==> config.mk <==
export PLATFORM = sky130hd
export DESIGN_NAME = led_breath_sched
export DESIGN_NICKNAME = d
export VERILOG_FILES = /design/src/rtl/led_sched_pkg.sv /design/src/rtl/led_breath_sched_tick.sv /design/src/rtl/led_breath_sched.sv
export SDC_FILE = /design/constraint.sdc
export NUM_CORES = 1
export LEC_CHECK = 0
export BUFFER_PORTS_ARGS = -buffer_cell sky130_fd_sc_hd__buf_4
export CAP_MARGIN = 20
export CORE_ASPECT_RATIO = 0.8
export CORE_MARGIN = 10
export CORE_UTILIZATION = 40
export CTS_BUF_LIST = sky130_fd_sc_hd__clkbuf_16
export CTS_CLUSTER_DIAMETER = 150
export DETAILED_ROUTE_END_ITERATION = 12
export GPL_ROUTABILITY_DRIVEN = 0
export SYNTH_ARGS = -nofsm -noshare
export SYNTH_HDL_FRONTEND = slang
export SYNTH_SLANG_ARGS = --single-unit
==> constraint.sdc <==
create_clock -name sys_clk -period 8.1 [get_ports sys_clk]
set_input_delay 0 -clock sys_clk [delete_from_list [all_inputs] [get_ports sys_clk]]
set_output_delay 0 -clock sys_clk [all_outputs]
set_load 0.05 [all_outputs]
==> src/rtl/led_sched_pkg.sv <==
// Shared definitions for the round-robin breathing-LED scheduler.
// Optional build macro: LED_ACTIVE_LOW_EN (inverts every led_out bit, off = 1).
package led_sched_pkg;

   // Scheduler states
   localparam logic [1:0] ST_IDLE      = 2'd0;
   localparam logic [1:0] ST_RAMP_UP   = 2'd1;
   localparam logic [1:0] ST_RAMP_DOWN = 2'd2;
   localparam logic [1:0] ST_NEXT      = 2'd3;

   // Level that turns an LED off at the pin
`ifdef LED_ACTIVE_LOW_EN
   localparam logic LED_OFF = 1'b1;
`else
   localparam logic LED_OFF = 1'b0;
`endif

endpackage

==> src/rtl/led_breath_sched_tick.sv <==
// breath_tick_gen: microsecond prescaler and PWM period counter shared by
// every LED. clear has priority over enable; counters hold when disabled.
module breath_tick_gen #(
   parameter int CNT_US_MAX = 49,
   parameter int PWM_MAX    = 999
) (
   input  logic                             sys_clk,
   input  logic                             sys_rst,
   input  logic                             clear,
   input  logic                             enable,
   output logic                             tick_us,
   output logic [$clog2(PWM_MAX+1)-1:0]     cnt_pwm,
   output logic                             period_end
);

   localparam int UW = $clog2(CNT_US_MAX + 1);
   localparam int PW = $clog2(PWM_MAX + 1);

   logic [UW-1:0] cnt_us;

   assign tick_us    = enable && (cnt_us == UW'(CNT_US_MAX));
   assign period_end = tick_us && (cnt_pwm == PW'(PWM_MAX));

   // Microsecond prescaler: 0..CNT_US_MAX while enabled
   always_ff @(posedge sys_clk) begin
      if (sys_rst || clear) begin
         cnt_us <= '0;
      end else if (enable) begin
         if (cnt_us == UW'(CNT_US_MAX)) cnt_us <= '0;
         else                           cnt_us <= cnt_us + UW'(1);
      end
   end

   // PWM period counter: advances once per microsecond tick, wraps at PWM_MAX
   always_ff @(posedge sys_clk) begin
      if (sys_rst || clear) begin
         cnt_pwm <= '0;
      end else if (tick_us) begin
         if (cnt_pwm == PW'(PWM_MAX)) cnt_pwm <= '0;
         else                         cnt_pwm <= cnt_pwm + PW'(1);
      end
   end

endmodule

==> src/rtl/led_breath_sched.sv <==
// led_breath_sched: one breath engine time-multiplexed round-robin across the
// enabled LEDs. Each enabled LED gets a full fade up and fade down, then a
// one-cycle NEXT slot picks the following enabled LED.
// Optional build macro: LED_ACTIVE_LOW_EN (active-low LED drive).
//
// Handshake: start and stop are single-cycle pulses with no ready; start is
// taken only in IDLE with a non-zero en_mask, stop is taken in any state and
// wins over start in the same cycle.
module led_breath_sched
   import led_sched_pkg::*;
#(
   parameter int NUM_LED    = 4,
   parameter int CNT_US_MAX = 49,
   parameter int PWM_MAX    = 999
) (
   input  logic                         sys_clk,
   input  logic                         sys_rst,
   input  logic                         start,
   input  logic                         stop,
   input  logic [NUM_LED-1:0]           en_mask,
   output logic [NUM_LED-1:0]           led_out,
   output logic                         busy,
   output logic [$clog2(NUM_LED)-1:0]   cur_led,
   output logic                         cycle_done,
   output logic [1:0]                   state_dbg
);

   localparam int IW = $clog2(NUM_LED);
   localparam int DW = $clog2(PWM_MAX + 1);

   logic [1:0]         state;
   logic [DW-1:0]      duty;
   logic [DW-1:0]      cnt_pwm;
   logic               tick_us;
   logic               period_end;
   logic               duty_step;
   logic               ramping;
   logic               eng_clear;
   logic               eng_en;
   logic               pwm_on;
   logic [NUM_LED-1:0] led_next;

   // Next enabled LED after cur, wrapping; cur itself is the last candidate.
   // Passing cur = NUM_LED-1 yields the lowest set bit.
   function automatic logic [IW-1:0] rr_pick(input logic [NUM_LED-1:0] mask,
                                             input logic [IW-1:0]      cur);
      logic          found;
      logic [IW-1:0] idx;
      rr_pick = cur;
      found   = 1'b0;
      for (int k = 1; k <= NUM_LED; k++) begin
         idx = IW'((int'(cur) + k) % NUM_LED);
         if (!found && mask[idx]) begin
            rr_pick = idx;
            found   = 1'b1;
         end
      end
   endfunction

   assign ramping   = (state == ST_RAMP_UP) || (state == ST_RAMP_DOWN);
   assign eng_en    = ramping && !stop;
   assign eng_clear = stop || !ramping;
   assign pwm_on    = (cnt_pwm < duty);
   // period_end already implies tick_us; the AND keeps the step qualifier explicit
   assign duty_step = period_end && tick_us;

   breath_tick_gen #(
      .CNT_US_MAX (CNT_US_MAX),
      .PWM_MAX    (PWM_MAX)
   ) u_tick (
      .sys_clk    (sys_clk),
      .sys_rst    (sys_rst),
      .clear      (eng_clear),
      .enable     (eng_en),
      .tick_us    (tick_us),
      .cnt_pwm    (cnt_pwm),
      .period_end (period_end)
   );

   // Scheduler FSM with duty ramp and round-robin LED selection
   always_ff @(posedge sys_clk) begin
      if (sys_rst) begin
         state   <= ST_IDLE;
         duty    <= '0;
         cur_led <= '0;
      end else if (stop) begin
         state <= ST_IDLE;
         duty  <= '0;
      end else begin
         case (state)
            ST_IDLE: begin
               if (start && (en_mask != '0)) begin
                  state   <= ST_RAMP_UP;
                  cur_led <= rr_pick(en_mask, IW'(NUM_LED - 1));
                  duty    <= '0;
               end
            end
            ST_RAMP_UP: begin
               if (duty_step) begin
                  if (duty == DW'(PWM_MAX)) state <= ST_RAMP_DOWN;
                  else                      duty  <= duty + DW'(1);
               end
            end
            ST_RAMP_DOWN: begin
               if (duty_step) begin
                  if (duty == '0) state <= ST_NEXT;
                  else            duty  <= duty - DW'(1);
               end
            end
            default: begin
               if (en_mask != '0) begin
                  state   <= ST_RAMP_UP;
                  cur_led <= rr_pick(en_mask, cur_led);
                  duty    <= '0;
               end else begin
                  state <= ST_IDLE;
               end
            end
         endcase
      end
   end

   // Next LED drive: only the breathing LED follows the PWM, all others off
   always_comb begin
      led_next = {NUM_LED{LED_OFF}};
      if (ramping) led_next[cur_led] = pwm_on ^ LED_OFF;
   end

   // Registered LED pins; stop forces them off on the following cycle
   always_ff @(posedge sys_clk) begin
      if (sys_rst || stop) led_out <= {NUM_LED{LED_OFF}};
      else                 led_out <= led_next;
   end

   assign busy       = (state != ST_IDLE);
   assign cycle_done = (state == ST_NEXT);
   assign state_dbg  = state;

endmodule

After elaboration in Yosys (flattened, before gate mapping)

Cells that the tools add are included.

Add/sub/neg operators: 8
$lt $le $gt $ge: 7
Eq/ne operators: 13
Multiplexer cells: 67
Bitwise operators: 4
Reductions and logical operators: 38

Operators with widths:

| operator                                                                      | count |
|---|---|
| 10-bit 2-to-1 mux                                                             | 7 |
| 1-bit 2-to-1 mux                                                              | 36 |
| 2-bit 2-to-1 mux                                                              | 15 |
| 10-bit one-hot mux with 3 select lines                                        | 1 |
| 10-bit by 1-bit adder with 10-bit output (second input constant)              | 2 |
| 10-bit equality test (second input constant)                                  | 2 |
| 2-bit by 3-bit less-than comparator with 1-bit output (second input constant) | 5 |
| 1-bit logical AND                                                             | 12 |
| 10-bit logical NOT                                                            | 1 |
| 10-bit less-than comparator                                                   | 1 |
| 2-bit != test (second input constant)                                         | 5 |
| 5-bit AND reduction                                                           | 2 |
| 10-bit by 1-bit subtractor with 10-bit output (second input constant)         | 1 |
| 1-bit binary-select mux with 2-bit select                                     | 4 |
| 1-bit logical NOT                                                             | 8 |
| 4-bit nonzero test                                                            | 2 |
| 6-bit by 1-bit adder with 6-bit output (second input constant)                | 1 |
| 6-bit equality test (second input constant)                                   | 1 |
| 6-bit 2-to-1 mux                                                              | 1 |
| 2-bit one-hot mux with 3 select lines                                         | 1 |
| 6-bit AND reduction                                                           | 1 |
| 2-bit OR reduction                                                            | 3 |
| 5-bit nonzero test                                                            | 1 |
| 2-bit by 1-bit adder with 2-bit output (second input constant)                | 2 |
| 13 further kinds                                                              | 22 |

Bits in registers: 34
Bits of input ports: 8
Output and inout port bits: 10
Logic and storage cells: 143

Longest topological paths before layout

Gate-level depths: netlist of the first run.

Depth after elaboration: 27
Depth in mapped cells: 13
Mapped depth without buffers: 10

Hierarchy

Synthesis of the first run repeated with hierarchy kept, for this count alone.

Cell total of the unflattened synthesis: 328
Area total of the unflattened synthesis: 2695.1 um^2

By module, submodules not included:

| module           | times used | cells each | area each (um^2) | seq. area each (um^2) |
|---|---|---|---|---|
| led_breath_sched | 1          | 237        | 1864.3           | 360.3 |
| breath_tick_gen  | 1          | 91         | 830.8            | 320.3 |

Least setup slack after synthesis of the first run

No wires, ideal clock.

Path type: reg2reg
From: register state[1] (netlist: state_dbg[1])
To: register duty[6]
Library setup time: 0.074 ns
Arrival: 3.394 ns
Required time: 8.026 ns
Slack: 4.632 ns
Stages on the path, launching flop included: 13
Path buffers: 3
Clock period less this slack: 3.468 ns
Cell sequence: dfxtp_1 ha_1 buf_2 buf_2 buf_1 xor2_1 ha_1 or3_1 a21oi_1 o21ai_0 nor3b_1 or4_1 a31oi_1

Longest elaborated chain between the ends: 8
Elaborated cells on any way between the ends: 16
Classes of those cells: eq/ne (7); mux (1); reduce/logical (8)

RTL lines:

| item                                                                                  | line                                           | text |
|---|---|---|
| start: declaration                                                                    | led_breath_sched.sv:31                         | `logic [1:0] state;` |
| start signal: assignment                                                              | led_breath_sched.sv:83                         | `state <= ST_IDLE;` |
| start signal: assignment                                                              | led_breath_sched.sv:87                         | `state <= ST_IDLE;` |
| start signal: assignment                                                              | led_breath_sched.sv:93                         | `state <= ST_RAMP_UP;` |
| 2-bit by 1-bit equality test with 1-bit output or 2-bit equality test (tied branches) | led_breath_sched.sv:60, led_breath_sched.sv:90 |  |
| 1-bit logical OR                                                                      | led_breath_sched.sv:60                         | `assign ramping = (state == ST_RAMP_UP) \|\| (state == ST_RAMP_DOWN);` |
| 1-bit logical AND                                                                     | led_breath_sched.sv:61                         | `assign eng_en = ramping && !stop;` |
| 1-bit logical AND                                                                     | led_breath_sched_tick.sv:21                    | `assign tick_us = enable && (cnt_us == UW'(CNT_US_MAX));` |
| 1-bit logical AND                                                                     | led_breath_sched_tick.sv:22                    | `assign period_end = tick_us && (cnt_pwm == PW'(PWM_MAX));` |
| 1-bit logical AND                                                                     | led_breath_sched.sv:65                         | `assign duty_step = period_end && tick_us;` |
| 2-bit != test (no source line)                                                        | -                                              |  |
| 6-bit AND reduction (no source line)                                                  | -                                              |  |
| end signal: assignment                                                                | led_breath_sched.sv:101                        | `else duty <= duty + DW'(1);` |
| end signal: assignment                                                                | led_breath_sched.sv:107                        | `else duty <= duty - DW'(1);` |
| end: declaration                                                                      | led_breath_sched.sv:32                         | `logic [DW-1:0] duty;` |

Parallel ways exist; a longest one is shown, timed or not.
A chain may end at the register's enable or synchronous reset.

Worst setup path in the final report of the first run

Ends and elaborated chain as after synthesis.

==> results of run 1 <==
## cell usage in the layout, fill, tap and decap left out, types with 4 or more instances in the layout
master,instances
inv_1,20
a21o_1,4
xor2_1,14
or3_1,4
nor3b_1,6
ha_1,24
nand2_1,20
o211ai_1,4
clkbuf_16,5
nor3_1,9
o21ai_0,10
dfxtp_1,34
nand4_1,13
nor2b_1,7
nand3_1,7
a31oi_1,4
buf_4,18
nand4b_1,8
xnor2_1,5
a21oi_1,24
nor4_1,5
nor2_1,32
## worst max-delay path, stage by stage, from the launching register on
cell	delay, ns
dfxtp_1	0.43
inv_1	0.09
ha_1	0.62
nand2b_2	0.18
nor3_4	0.36
a21oi_2	0.13
or3_1	0.55
or4_1	0.52
a31oi_1	0.18
## power breakdown
part	internal (mW)	switching, mW	total (mW)
logic	0.0224	0.0381	0.0605
clock network	0.177	0.0774	0.254
registers	0.169	0.00335	0.172
total	0.368	0.119	0.487
## stage by stage
| stage | cell area, um^2 | hold WS [ns] | utilization, % | power [mW] | cells |
|---|---|---|---|---|---|
| CTS | 2960 | 0.0912 | 46.8 | 0.489 | 414 |
| finish | 2960 | 0.0950 | 46.8 | 0.487 | 414 |
| global placement | 2750 | 0.216 | 43.6 | 0.235 | 405 |
| global route | 2960 | 0.116 | 46.8 | 0.501 | 414 |
| detailed placement | 2750 | 0.215 | 43.6 | 0.236 | 405 |
| floorplan | 2580 | 0.0722 | - | 0.219 | 318 |
## timing repair
item                                    4_1_cts  5_1_grt
hold buffers                                  1        0
hold endpoints to repair                      4        0
endpoints found under the setup margin        0        0
## registers in the layout, indices dropped and copies added (netlist names)
name / cells
cur_led: 2
led_out: 4
u_tick.cnt_us: 6
u_tick.cnt_pwm: 10
state_dbg: 2
duty: 10
## final cells by class
cell class	count	share of cell area, %
Inverter	20	2.54
Clock buffer	5	4.23
Sequential cell	34	23.0
Timing Repair Buffer	19	4.91
Multi-Input combinational cell	249	59.4
Clock inverter	3	2.33
Tap cell	84	3.56
## worst max path at each step
stage / to
floorplan: duty[6]
global placement: duty[6]
detailed placement: duty[6]
CTS: duty[6]
global route: duty[6]
finish: duty[6]
## per-layer routing
layer  wire, um  track usage (%)  vias to the layer above
li1           -                -                     1185
met1       3290             19.1                     1093
met2       2870             20.3                       45
met3        280             3.01                        7
met4         53             4.22                        0
met5          0                0                        -
## cell families (layout without fill, tap and decap cells)
logic type | Yosys count | in the layout | share of synthesized area [%]
flops | 34 | 34 | 26.4
buf+inv | 35 | 47 | 5.44
fa+ha+maj | 24 | 24 | 11.7
xor+xnor | 19 | 19 | 6.46
compound gates | 69 | 69 | 17.9
mux | 6 | 6 | 3.79
simple gates | 131 | 131 | 28.4
==> flow_summary.ini, run 1 <==
[critical_path]
endpoint_kind = flip-flop
crit_type = flip-flop to flip-flop
worst_ep_arrival_time_ns = 3.34
critical_path.max_fanout = 15
startpoint = state_dbg[1]
startpoint_type = flip-flop
rr_endpoint = duty[6]
reg2reg_from = state_dbg[1]
r2r_slack_ns = 4.97
reg2reg_depth = 8
worst-endpoint-required_ns = 8.31

[hold_path]
hold_end = u_tick.cnt_pwm[1]
hold_path_class = input port to flip-flop
min_from = stop
hold_path_depth = 3

[sta]
rsz0062_at_grt = false
period_share_pct = 38.6
fin_ws_ns = 4.97
fin_setup_tns_ns = 0
finalHoldViolations = 0
final.min_clock_period_ns = 3.13
fin_skew_ns = 0.00709
max_slew_margin_pct = 58.6
setup_viol = 0
worst_pin_slew_ns = 0.618
fmax_mhz = 320
slew_viol_final = 0

[clocking]
cts.sinks = 34
cts_tree = built
clkTransAtPathRegs_ns = 0.06
cts_buffers = 5
cts_root_buffer = clkbuf_16
cts_setup_buffers = 0
clk_latency_ns = 0.28
cts_buffer_depth = 2
cts_resized = 0
htree_levels = 2

[pwr]
p_leak_nw = 1.07
ir_drop_uv = 118
powerDensity_nw_per_um2 = 165

[flow_run]
cap_viol_max_count = 0

[floorplanning]
ios = 18
die_area_um2 = 10100
die-height_um = 91.8
rows = 26
dieWidth_um = 110
initial_utilization_pct = 40.8
core_um2 = 6310

[drt]
viasPerCell = 5.63
drc = 0
ant_nets = 0
drtIter0Drc = 115
vias = 2330
postRouteWirelength_um = 6490
first_pass_iters = 4
wire_per_inst_um = 15.7

[logic_synthesis]
netlist_area_um2 = 2580
yosysWarnings = 0
ys.flop_type = dfxtp_1
yosys.area.top_type = dfxtp_1
synth_cell_types = 56
synth.avg_cell_area_um2 = 8.10
yosys-top-cells-count = 34 x dfxtp_1, 32 x nor2_1, 24 x a21oi_1, 24 x ha_1
synth_edf_count = 0
synth_top_area_share_pct = 26.4
synth_seq_cells = 34
syn-instance-count = 318
syn_nets = 350
synth_area_leaders = dfxtp_1 26%, ha_1 12%, xor2_1 4.8%
synth.most_common_cell = dfxtp_1
ys_seq_area_share_pct = 26.4
async_flop_share_pct = 0

[global_route]
grt_overflow = 0
grt_max_degree = 34
grt_use_total_pct = 13.7
grt_pass1_vias = 2279
grt_pass1_wl_um = 11300
antenna_found_initial = 0

[finish]
antenna-diode-count = 0
drive_gt1_share_pct = 10.9
fillerInstances = 636
seqCellArea_um2 = 681
areaGrowthSynthToFinish_pct = 14.7
multi_input_area_um2 = 1760
nets = 361

[place]
pre_cts_ws_ns = 4.98
hpwl_um = 4670
port_buffers = 17

[run_status]
outcome = complete, no violations
No activity file was read; power rests on OpenSTA's default activity.
==> inputs of run 2 (changes only) <==
--- a/config.mk
+++ b/config.mk
@@ -5,6 +5,7 @@
 export SDC_FILE = /design/constraint.sdc
 export NUM_CORES = 1
 export LEC_CHECK = 0
+export ABC_AREA = 1
 export BUFFER_PORTS_ARGS = -buffer_cell sky130_fd_sc_hd__buf_4
 export CAP_MARGIN = 20
 export CORE_ASPECT_RATIO = 0.8
==> constraint.sdc (replaced) <==
create_clock -name sys_clk -period 2.68 [get_ports sys_clk]
set_input_delay 0 -clock sys_clk [delete_from_list [all_inputs] [get_ports sys_clk]]
set_output_delay 0 -clock sys_clk [all_outputs]
set_load 0.05 [all_outputs]
==> run 2 against run 1 <==
  * Register-to-register slack got worse by 4.6 ns
  * Combinational power rose to 5.6 times the previous value
  * Cell count grew 23%
  * Largest power group unchanged
  * Highest routed layer unchanged
==> flow_summary.ini, run 2 <==
[run_status]
outcome = complete, no violations

[sta]
fin_setup_tns_ns = 0
period_share_pct = 86.7
final.min_clock_period_ns = 2.32
worst_pin_slew_ns = 0.491
rsz0062_at_grt = false
fin_skew_ns = 0.00690
setup_viol = 0
fmax_mhz = 430
hold_ws_ns = 0.0480
slew_viol_final = 0
finalHoldViolations = 0
max_slew_margin_pct = 67.2

[clocking]
cts.sinks = 34
htree_levels = 2
clkTransAtPathRegs_ns = 0.06
cts_tree = built
clk_latency_ns = 0.28
cts_buffer_depth = 2
cts_root_buffer = clkbuf_16
cts_buffers = 5

[hold_path]
min_from = stop
hold_path_class = input port to flip-flop

[finish]
mostFrequentLayoutCell = nand2_1
antenna-diode-count = 0
reg_top3 = duty: 10 flops, u_tick.cnt_pwm: 10 flops, u_tick.cnt_us: 6 flops
areaGrowthSynthToFinish_pct = 15.2
fillerInstances = 671
drive_gt1_share_pct = 10.3
most-common-layout-cells = 107 x nand2_1, 55 x inv_1, 51 x nor2_1, 34 x dfxtp_1, 30 x nand3_1
nets = 457

[floorplanning]
core_um2 = 6340
initial_utilization_pct = 40.9
die_area_um2 = 10100
rows = 26
die-height_um = 92.1
dieWidth_um = 110
ios = 18

[logic_synthesis]
synth.most_common_cell = nand2_1
yosysWarnings = 0
synth_edf_count = 0
synth.avg_cell_area_um2 = 6.44
ys.flop_type = dfxtp_1
syn-instance-count = 403
synth_seq_cells = 34
synth_top_area_share_pct = 26.2
netlist_area_um2 = 2600
synth_cell_types = 39
ys_seq_area_share_pct = 26.2
async_flop_share_pct = 0
yosys.area.top_type = dfxtp_1
synth_area_leaders = dfxtp_1 26%, nand2_1 15%, ha_1 12%
yosys-top-cells-count = 107 x nand2_1, 55 x inv_1, 51 x nor2_1
syn_nets = 435

[pwr]
p_total_mw = 1.52
p_leak_nw = 1.35
powerDensity_nw_per_um2 = 509
ir_drop_uv = 238

[global_route]
grt_pass1_vias = 2308
grt_use_total_pct = 13.4
grt_pass1_wl_um = 11000
antenna_found_initial = 0
grt_max_degree = 14
grt_overflow = 0

[critical_path]
startpoint_type = flip-flop
rr_endpoint = duty[3]
worst-endpoint-required_ns = 2.88
crit_type = flip-flop to flip-flop
critical_path.max_fanout = 11
worst_ep_arrival_time_ns = 2.52
endpoint_kind = flip-flop
startpoint = state_dbg[1]
reg2reg_from = state_dbg[1]
reg2reg_depth = 11
r2r_slack_ns = 0.36
cp-endpoint = duty[3]

[drt]
viasPerCell = 4.83
drc = 0
drtIter0Drc = 229
first_pass_iters = 4
ant_nets = 0
wire_per_inst_um = 12.5
postRouteWirelength_um = 6360
vias = 2463

[place]
port_buffers = 17
hpwl_um = 5100

[flow_run]
cap_viol_max_count = 0
[run 2: stage by stage]
stage / worst slack (ns) / utilization (%) / cells / area (um^2)
after floorplan: 0.259 / - / 403 / 2600
after global placement: 0.443 / 44.4 / 501 / 2820
after detailed placement: 0.345 / 44.4 / 501 / 2820
after CTS: 0.339 / 47.1 / 510 / 2990
after global routing: 0.127 / 47.1 / 510 / 2990
final: 0.356 / 47.1 / 510 / 2990
[run 2: cell type report]
cell class | count | area, um^2 | area share, %
clock buffers | 5 | 125 | 4.18
inverters | 59 | 221 | 7.41
repair buffers | 19 | 145 | 4.85
well taps | 84 | 105 | 3.51
flip-flops and latches | 34 | 681 | 22.8
multi-input cells | 306 | 1670 | 55.9
clock inverters | 3 | 40.0 | 1.34
[run 2: timing repair]
action                    4_1_cts  5_1_grt
buffers inserted                0        0
hold buffers                    1        0
hold endpoints to repair        1        0
gates resized for setup         0        0
[run 2: worst min path at each step]
stage | to | slack (ns) | cells after the start
after floorplan | cur_led[0] | 0.16 | 3
after global placement | cur_led[0] | 0.27 | 4
after global routing | state_dbg[0] | 0.09 | 4
final | duty[0] | 0.05 | 4
after detailed placement | cur_led[0] | 0.28 | 4
after CTS | duty[0] | 0.04 | 4
[run 2: logic make-up after synthesis]
family,share of synthesized area [%]
AOI/OAI and AO/OA,11.2
and+or+nand+nor,39.0
DFF,26.2
xor gates and xnor gates,2.70
buffers and inverters,9.35
adders and majority gates,11.6
[run 2: report_power, final]
group / leakage (nW) / switching, mW / internal (mW)
combinational: 0.995 / 0.227 / 0.111
clock: 0.0836 / 0.216 / 0.435
sequential: 0.274 / 0.0172 / 0.516
total: 1.35 / 0.460 / 1.06
[run 2: critical path, cell delays in order (launching register included)]
cell and delay [ns]:
dfxtp_1 0.41, inv_1 0.11, ha_1 0.33, inv_2 0.07, or2_4 0.27, nor2_8 0.19, nand2_4 0.09, nand2_4 0.08
nand3_4 0.16, nor2_4 0.26, nand2_1 0.10, a21oi_1 0.17
[run 2: metal layers]
layer  track usage (%)  part of all wire (%)  vias up
met1              18.9                    50     1075
li1                  -                     -     1334
met3              4.62                   7.2        6
met2              18.9                    42       48
met4              2.92                  0.90        0
met5                 0                     0        -
==> inputs of run 3 (changes only) <==
--- a/config.mk
+++ b/config.mk
@@ -8,7 +8,6 @@
 export ABC_AREA = 1
 export BUFFER_PORTS_ARGS = -buffer_cell sky130_fd_sc_hd__buf_4
 export CAP_MARGIN = 20
-export CORE_ASPECT_RATIO = 0.8
 export CORE_MARGIN = 10
 export CORE_UTILIZATION = 40
 export CTS_BUF_LIST = sky130_fd_sc_hd__clkbuf_16
==> run 3 against run 2 <==
  * Sequential share of layout area about the same
  * Routed wire length decreased by 4.7%
  * Combinational power about the same
  * Utilization increased by 0.28 points
  * Sequential power about the same
  * Highest routed layer unchanged
  * Worst setup slack improved by 0.041 ns
  * Non-clock buffer count increased by 1
==> flow_summary.ini, run 3 (synthesis results as in run 2) <==
[run_status]
outcome = complete, no violations

[pwr]
p_leak_nw = 1.35
powerDensity_nw_per_um2 = 513
ir_drop_uv = 417

[critical_path]
startpoint_type = flip-flop
cp_cell_sequence = inv_1, ha_1, inv_2, or2_4, nor2_8, nand2_4, nand2_4, nand3_4, nor2_4, nand3_1, a21oi_1
crit_type = flip-flop to flip-flop
cp_slowest_cell = dfxtp_1
endpoint_kind = flip-flop
critical_path.max_fanout = 11
cpPeakStageDelay_ns = 0.40
crit_top_cell = nand2_4
worst_ep_arrival_time_ns = 2.49
worst-endpoint-required_ns = 2.88

[sta]
final.min_clock_period_ns = 2.28
fin_skew_ns = 0.00487
fmax_mhz = 438
setup_viol = 0
fin_setup_tns_ns = 0
max_slew_margin_pct = 73.1
finalHoldViolations = 0
slew_viol_final = 0
period_share_pct = 85.2
worst_pin_slew_ns = 0.399
rsz0062_at_grt = false

[floorplanning]
die_area_um2 = 10100
die-height_um = 101
ios = 18
dieWidth_um = 101
initial_utilization_pct = 41.1
core_um2 = 6310
rows = 29

[clocking]
cts_tree = built
cts_setup_buffers = 0
cts_root_buffer = clkbuf_16
clkTransAtPathRegs_ns = 0.06
cts_buffer_depth = 2
cts_hold_buf = 1
clk_latency_ns = 0.28
htree_levels = 2
cts.sinks = 34
cts_resized = 0
cts_buffers = 5

[drt]
vias = 2486
drtIter0Drc = 142
drc = 0
viasPerCell = 4.93
first_pass_iters = 4
postRouteWirelength_um = 6060
wire_per_inst_um = 12.0
ant_nets = 0

[global_route]
grt_pass1_vias = 2344
antenna_found_initial = 0
grt_use_total_pct = 12.4
grt_overflow = 0
grt_max_degree = 14
grt_pass1_wl_um = 10300

[finish]
antenna-diode-count = 0
areaGrowthSynthToFinish_pct = 15.3
mostFrequentLayoutCell = nand2_1
reg_top3 = duty: 10 flops, u_tick.cnt_pwm: 10 flops, u_tick.cnt_us: 6 flops
final_cells = 504
drive_gt1_share_pct = 10.5
most-common-layout-cells = 107 x nand2_1, 55 x inv_1, 51 x nor2_1, 34 x dfxtp_1, 30 x nand3_1
nets = 458

[place]
hpwl_um = 4800
placed_cells = 495
port_buffers = 17

[flow_run]
cap_viol_max_count = 0

[hold_path]
hold_path_class = input port to flip-flop
==> run 3: final cells by class <==
class / count / area (um^2)
clock buffer: 5 / 125
inverter: 59 / 221
timing repair buffer: 20 / 153
sequential: 34 / 681
fill: 673 / 3320
clock inverter: 3 / 45.0
multi-input combinational: 306 / 1670
tap: 77 / 96.3
==> run 3: report_power, final <==
group	leakage [nW]	internal [mW]	switching, mW
clock	0.0760	0.438	0.228
sequential	0.274	0.516	0.0173
combinational	1.00	0.112	0.223
total	1.35	1.07	0.469
==> run 3: worst max-delay path, delay by kind of cell (launching register included) <==
family,cells,cell delay (ns)
buf+inv,2,0.18
simple gates,7,1.17
flops,1,0.40
compound gates,1,0.13
fa+ha+maj,1,0.34
==> run 3: final timing paths <==
path | endpoint | cells after the start | from | slack [ns]
worst max register to register | duty[2] | 11 | state_dbg[1] | 0.40
worst max-delay path | duty[2] | 11 | state_dbg[1] | 0.40
worst min-delay path | state_dbg[1] | 4 | stop | 0.06
worst min register to register | u_tick.cnt_us[0] | 1 | u_tick.cnt_us[0] | 0.47
==> run 3: layer usage <==
layer,GRT usage (%),part of all wire [%],up-vias
met4,4.78,1.6,0
met5,0,0,-
met1,14.5,46,1097
met3,3.22,4.7,7
met2,21.0,47,46
li1,-,-,1336
==> run 3: stage by stage <==
stage               cell area (um^2)  power, mW  util (%)  worst slack (ns)  hold WS [ns]
global placement                2810      0.880      44.6             0.446         0.269
global route                    2990       1.61      47.4             0.152         0.105
detailed placement              2810      0.883      44.6             0.386         0.268
floorplan                       2600      0.799         -             0.259         0.155
CTS                             2990       1.55      47.4             0.369        0.0593
finish                          2990       1.54      47.4             0.396        0.0630
